File: config.mk
export PLATFORM = sky130hd
export DESIGN_NAME = clock_set_ctrl
export DESIGN_NICKNAME = d
export VERILOG_FILES = /design/src/rtl/clock_pkg.sv /design/src/rtl/bcd_mod_cnt.sv /design/src/rtl/clock_set_ctrl.sv
export SDC_FILE = /design/constraint.sdc
export NUM_CORES = 1
export LEC_CHECK = 0
export BUFFER_PORTS_ARGS = -buffer_cell sky130_fd_sc_hd__buf_2
export CELL_PAD_IN_SITES_DETAIL_PLACEMENT = 2
export CELL_PAD_IN_SITES_GLOBAL_PLACEMENT = 2
export CORE_MARGIN = 4
export CORE_UTILIZATION = 30
export DETAILED_ROUTE_END_ITERATION = 6
export PLACE_DENSITY = 0.71
export SYNTH_ARGS = -nofsm -noshare
export SYNTH_HDL_FRONTEND = slang
export SYNTH_HIERARCHICAL = 1
export SYNTH_SLANG_ARGS = --single-unit
File: constraint.sdc
create_clock -name clk -period 2.2 [get_ports clk]
set_clock_uncertainty 0.2 [all_clocks]
set_input_delay 0.11 -clock clk [delete_from_list [all_inputs] [get_ports clk]]
set_output_delay 0.11 -clock clk [all_outputs]
set_load 0.005 [all_outputs]
File: src/rtl/clock_pkg.sv
// rtl/clock_pkg.sv - shared types and helpers for the clock display path
package clock_pkg;

  typedef enum logic [1:0] {
    RUN    = 2'd0,
    SET_HH = 2'd1,
    SET_MM = 2'd2
  } mode_e;

  typedef struct packed {
    logic [3:0] tens;
    logic [3:0] units;
  } bcd2_t;

  // Elaboration-time conversion of decimal parameters into BCD reset/limit values.
  function automatic bcd2_t to_bcd2(input int v);
    bcd2_t r;
    r.tens  = 4'(v / 10);
    r.units = 4'(v % 10);
    return r;
  endfunction

endpackage

File: src/rtl/bcd_mod_cnt.sv
// rtl/bcd_mod_cnt.sv - two-digit BCD modulo counter with sync inc/clr
module bcd_mod_cnt
  import clock_pkg::*;
#(
  parameter int BASE = 60,
  parameter int INIT = 0
) (
  input  logic  clk,
  input  logic  rstn,
  input  logic  inc,
  input  logic  clr,
  output bcd2_t value,
  output logic  at_max
);

  localparam bcd2_t MAX_VAL  = to_bcd2(BASE - 1);
  localparam bcd2_t INIT_VAL = to_bcd2(INIT);

  assign at_max = (value == MAX_VAL);

  // Units roll 9->0 into tens; the field maximum wraps straight to 00.
  always_ff @(posedge clk or negedge rstn) begin
    if (!rstn) begin
      value <= INIT_VAL;
    end else if (clr || (inc && at_max)) begin
      value <= '0;
    end else if (inc) begin
      if (value.units == 4'd9) begin
        value.tens  <= value.tens + 4'd1;
        value.units <= 4'd0;
      end else begin
        value.units <= value.units + 4'd1;
      end
    end
  end

endmodule

File: src/rtl/clock_set_ctrl.sv
// rtl/clock_set_ctrl.sv - HH:MM:SS timekeeper with RUN/SET_HH/SET_MM mode FSM
module clock_set_ctrl
  import clock_pkg::*;
#(
  parameter int HOUR_BASE = 24,
  parameter int MIN_BASE  = 60,
  parameter int SEC_BASE  = 60,
  parameter int INIT_HH   = 0,
  parameter int INIT_MM   = 0,
  parameter int INIT_SS   = 0
) (
  input  logic       clk,
  input  logic       rstn,
  input  logic       tick,
  input  logic       btn_mode,
  input  logic       btn_inc,
  output logic [7:0] hh,
  output logic [7:0] mm,
  output logic [7:0] ss,
  output logic [1:0] mode,
  output logic       blink_hh,
  output logic       blink_mm,
  output logic       day_pulse
);

  mode_e state;
  logic  blink_phase;
  bcd2_t hh_val, mm_val, ss_val;
  logic  hh_max, mm_max, ss_max;
  logic  run_tick, set_inc;
  logic  hh_inc, mm_inc, ss_inc, ss_clr;

  // A mode press in the same cycle swallows btn_inc.
  assign run_tick = (state == RUN) && tick;
  assign set_inc  = btn_inc && !btn_mode;

  assign ss_inc = run_tick;
  assign mm_inc = (run_tick && ss_max) || ((state == SET_MM) && set_inc);
  assign hh_inc = (run_tick && ss_max && mm_max) || ((state == SET_HH) && set_inc);
  assign ss_clr = (state == SET_MM) && btn_mode;

  bcd_mod_cnt #(.BASE(SEC_BASE), .INIT(INIT_SS)) u_ss (
    .clk    (clk),
    .rstn   (rstn),
    .inc    (ss_inc),
    .clr    (ss_clr),
    .value  (ss_val),
    .at_max (ss_max)
  );

  bcd_mod_cnt #(.BASE(MIN_BASE), .INIT(INIT_MM)) u_mm (
    .clk    (clk),
    .rstn   (rstn),
    .inc    (mm_inc),
    .clr    (1'b0),
    .value  (mm_val),
    .at_max (mm_max)
  );

  bcd_mod_cnt #(.BASE(HOUR_BASE), .INIT(INIT_HH)) u_hh (
    .clk    (clk),
    .rstn   (rstn),
    .inc    (hh_inc),
    .clr    (1'b0),
    .value  (hh_val),
    .at_max (hh_max)
  );

  always_ff @(posedge clk or negedge rstn) begin
    if (!rstn) begin
      state       <= RUN;
      blink_phase <= 1'b0;
      day_pulse   <= 1'b0;
    end else begin
      day_pulse <= run_tick && ss_max && mm_max && hh_max;
      case (state)
        RUN: begin
          if (btn_mode) begin
            state       <= SET_HH;
            blink_phase <= 1'b1;
          end
        end
        SET_HH: begin
          if (btn_mode) begin
            state       <= SET_MM;
            blink_phase <= 1'b1;
          end else if (tick) begin
            blink_phase <= !blink_phase;
          end
        end
        SET_MM: begin
          if (btn_mode) begin
            state       <= RUN;
            blink_phase <= 1'b0;
          end else if (tick) begin
            blink_phase <= !blink_phase;
          end
        end
        default: begin
          state       <= RUN;
          blink_phase <= 1'b0;
        end
      endcase
    end
  end

  assign hh       = hh_val;
  assign mm       = mm_val;
  assign ss       = ss_val;
  assign mode     = state;
  assign blink_hh = (state == SET_HH) && blink_phase;
  assign blink_mm = (state == SET_MM) && blink_phase;

endmodule

==> results.ini <==
[drt]
ant_nets = 0
vias = 1694
drt_iter0_markers = 45
drt-pass1-iter-count = 4
routedWlPerCell_um = 20.0
drc = 0
routed_wl_um = 6650
viasPerCell = 5.09

[grt]
grt_max_degree = 29
antenna_found_initial = 0
grt_pass1_wl_um = 10400
met1_usage = 0.219
grt_pass1_vias = 1930
grt_use_met2 = 0.347
met3_usage = 0.0257
top_usage_layer = met2
grt_use_total = 0.186
grt_overflow = 0

[final_layout]
fillCellCount = 600
mostFrequentLayoutCells = 34 x buf_4, 33 x buf_2, 28 x dfrtp_1
finalNonFillerCells = 333
fin_nets = 275
final_common_cell = buf_4
areaGrowthSynthToFinish_pct = 49.0
layout-drive-gt1-share = 0.467
antenna_cells = 0

[power]
irDropWorstVdd_mv = 0.371
power_frac_clock = 0.221
switching_share = 0.371
pwr-share-seq = 0.354
power_frac_comb = 0.425
powerDensity_nw_per_um2 = 770
power.switching_uw = 736
leakage_nw = 1.21
p_int_mw = 1.25
totalPowerFinal_mw = 1.98

[flow_run]
max-cap-violations = 0

[placed_design]
dp_cells = 312
post-place-ws_ns = -0.244
place_congestion = 0.875
port_buffers = 33
dp_hpwl_um = 4210

[outcome]
outcome = finished, violations left
violations = setup timing

[yosys]
yosys_warnings = 6
ys_ff_latch = 28
synthesis.area_um2 = 1730
seq_area_frac_synth = 0.405
syn_avg_cell_area_um2 = 9.66
synth.distinct_cells = 44
syn_inst = 179

[critical_path]
rrSetupSlack_ns = -0.27
r2r-start = u_mm/value[5]
arrival_ns = 2.46
timing.rr.end = u_hh/value[7]
worstSetupPathType = register to register
crit_fanout = 3
critPathCaptureType = register
startpoint_type = register
ff2ff_path_depth = 10
crit_required_ns = 2.18

[timing]
fin_ws_ns = -0.271
fmax_ghz = 0.405
rsz0062_at_grt = true
totalNegativeSetupSlack_ns = -1.99
hold_viol_final = 0
finalSetupViolations = 12
min_period_ns = 2.47
period_share = 1.12
slew_viol_final = 0
tightest_slew_ns = 0.668
slew_headroom = 0.555
worst_hold_slack_ns = 0.168

[floorplan]
dieArea_um2 = 7040
core_um2 = 5540
start_util = 0.312
ios = 34
die_w_um = 83.9
fp.dieH_um = 83.9
fp-row-count = 27

[clock_network]
clk_latency_ns = 0.30
cts_buffers = 3
root_buffer = clkbuf_8
clock_path_buffers = 2
cts.sinks = 28
cts_tree = yes
h-tree-depth = 1
cts.clk_slew.worst_paths_ns = 0.12

[min_path]
hold_path_class = primary input to asynchronous set/reset pin

## how the worst max path moves through the flow
stage / start / to / cells after the start
2_1_floorplan: u_ss/value[5] / u_hh/value[7] / 11
3_3_place_gp: u_ss/value[5] / u_hh/value[2] / 11
3_5_place_dp: u_mm/value[5] / u_hh/value[4] / 11
4_1_cts: u_ss/value[5] / u_hh/value[7] / 10
5_1_grt: u_mm/value[5] / u_hh/value[7] / 10
6_report: u_mm/value[5] / u_hh/value[7] / 10
## cells by family after synthesis
group,count (synthesis),synth area share
AND/OR/NAND/NOR,78,0.309
AO/OA/AOI/OAI,38,0.129
flip-flops,28,0.405
buffers and inverters,17,0.0456
adder cells (fa/ha/maj),8,0.0579
XOR/XNOR,5,0.0253
multiplexers,4,0.0260
other,1,0.00217
## routing by layer
metal  vias up  wire (um)
met4         0         74
met1       862       2760
li1        802          -
met2        25       3650
met5         -          0
met3         5        163
## flip-flops by register name (all words and copies together), names as in the netlist
name         count
blink_phase      1
day_pulse        1
mode             2
u_hh/value       8
u_mm/value       8
u_ss/value       8
## repair_timing
action | in CTS | in global routing
hold buffers | 3 | 0
hold endpoints to repair | 31 | 0
setup buffers | 10 | 12
cloned | 0 | 0
pin swaps | 9 | 17
resized for setup | 18 | 28
endpoints found under the setup margin | 10 | 16
## stage by stage
stage | utilization | instance area [um^2]
final | 0.465 | 2580
after global routing | 0.465 | 2580
after CTS | 0.436 | 2420
after detailed placement | 0.396 | 2190
after global placement | 0.396 | 2190
after floorplan | - | 1760
## power by group through the flow
stage	sequential (mW)	combinational, mW	clock, mW
after floorplan	0.726	0.366	0
after global placement	0.693	0.695	0
after detailed placement	0.702	0.741	0
after CTS	0.694	0.773	0.437
after global routing	0.714	0.926	0.472
final	0.703	0.843	0.439
## cells in the mapped netlist, drive strengths merged
library cell | n | area (um^2)
xnor2 | 3 | 26.3
mux2 | 4 | 45.0
and4b | 3 | 31.3
nand2b | 3 | 18.8
nand4bb | 3 | 66.3
o22ai | 1 | 6.26
a31oi | 3 | 18.8
nor2 | 14 | 52.6
a21o | 1 | 7.51
or3b | 2 | 17.5
nand4b | 6 | 52.6
nor3b | 1 | 7.51
xor2 | 2 | 17.5
nand3 | 9 | 45.0
or3 | 3 | 18.8
nor3 | 5 | 35.0
nand2 | 7 | 26.3
nor4b | 1 | 8.76
nor2b | 7 | 43.8
o21ai | 14 | 70.1
o21a | 1 | 7.51
a22oi | 1 | 7.51
dfrtp | 28 | 701
o31ai | 3 | 22.5
conb | 1 | 3.75
a311oi | 1 | 8.76
a211o | 1 | 10.0
nand4 | 2 | 12.5
buf | 5 | 33.8
nand3b | 8 | 60.1
or2 | 2 | 12.5
ha | 8 | 100
o32ai | 1 | 8.76
clkbuf | 3 | 11.3
and4bb | 2 | 25.0
a21oi | 11 | 55.1
inv | 9 | 33.8
## cell type report
| type | count | area, um^2 | share of cell area |
|---|---|---|---|
| multi-input cells | 140 | 1120 | 0.434 |
| clock inverters | 1 | 30.0 | 0.0117 |
| flip-flops and latches | 28 | 701 | 0.272 |
| well taps | 72 | 90.1 | 0.0350 |
| clock buffers | 3 | 41.3 | 0.0160 |
| repair buffers | 80 | 563 | 0.219 |
| inverters | 9 | 33.8 | 0.0131 |
## critical path, cell delays in order (launching register included)
cell      delay, ns
dfrtp_1        0.40
inv_1          0.07
ha_2           0.19
nand3b_1       0.14
nor2_2         0.18
nand3_2        0.09
or2_4          0.26
a21oi_4        0.14
and4b_2        0.29
nand4_1        0.12
mux2_2         0.29
Note: power is estimated with default switching activity, not from simulation.
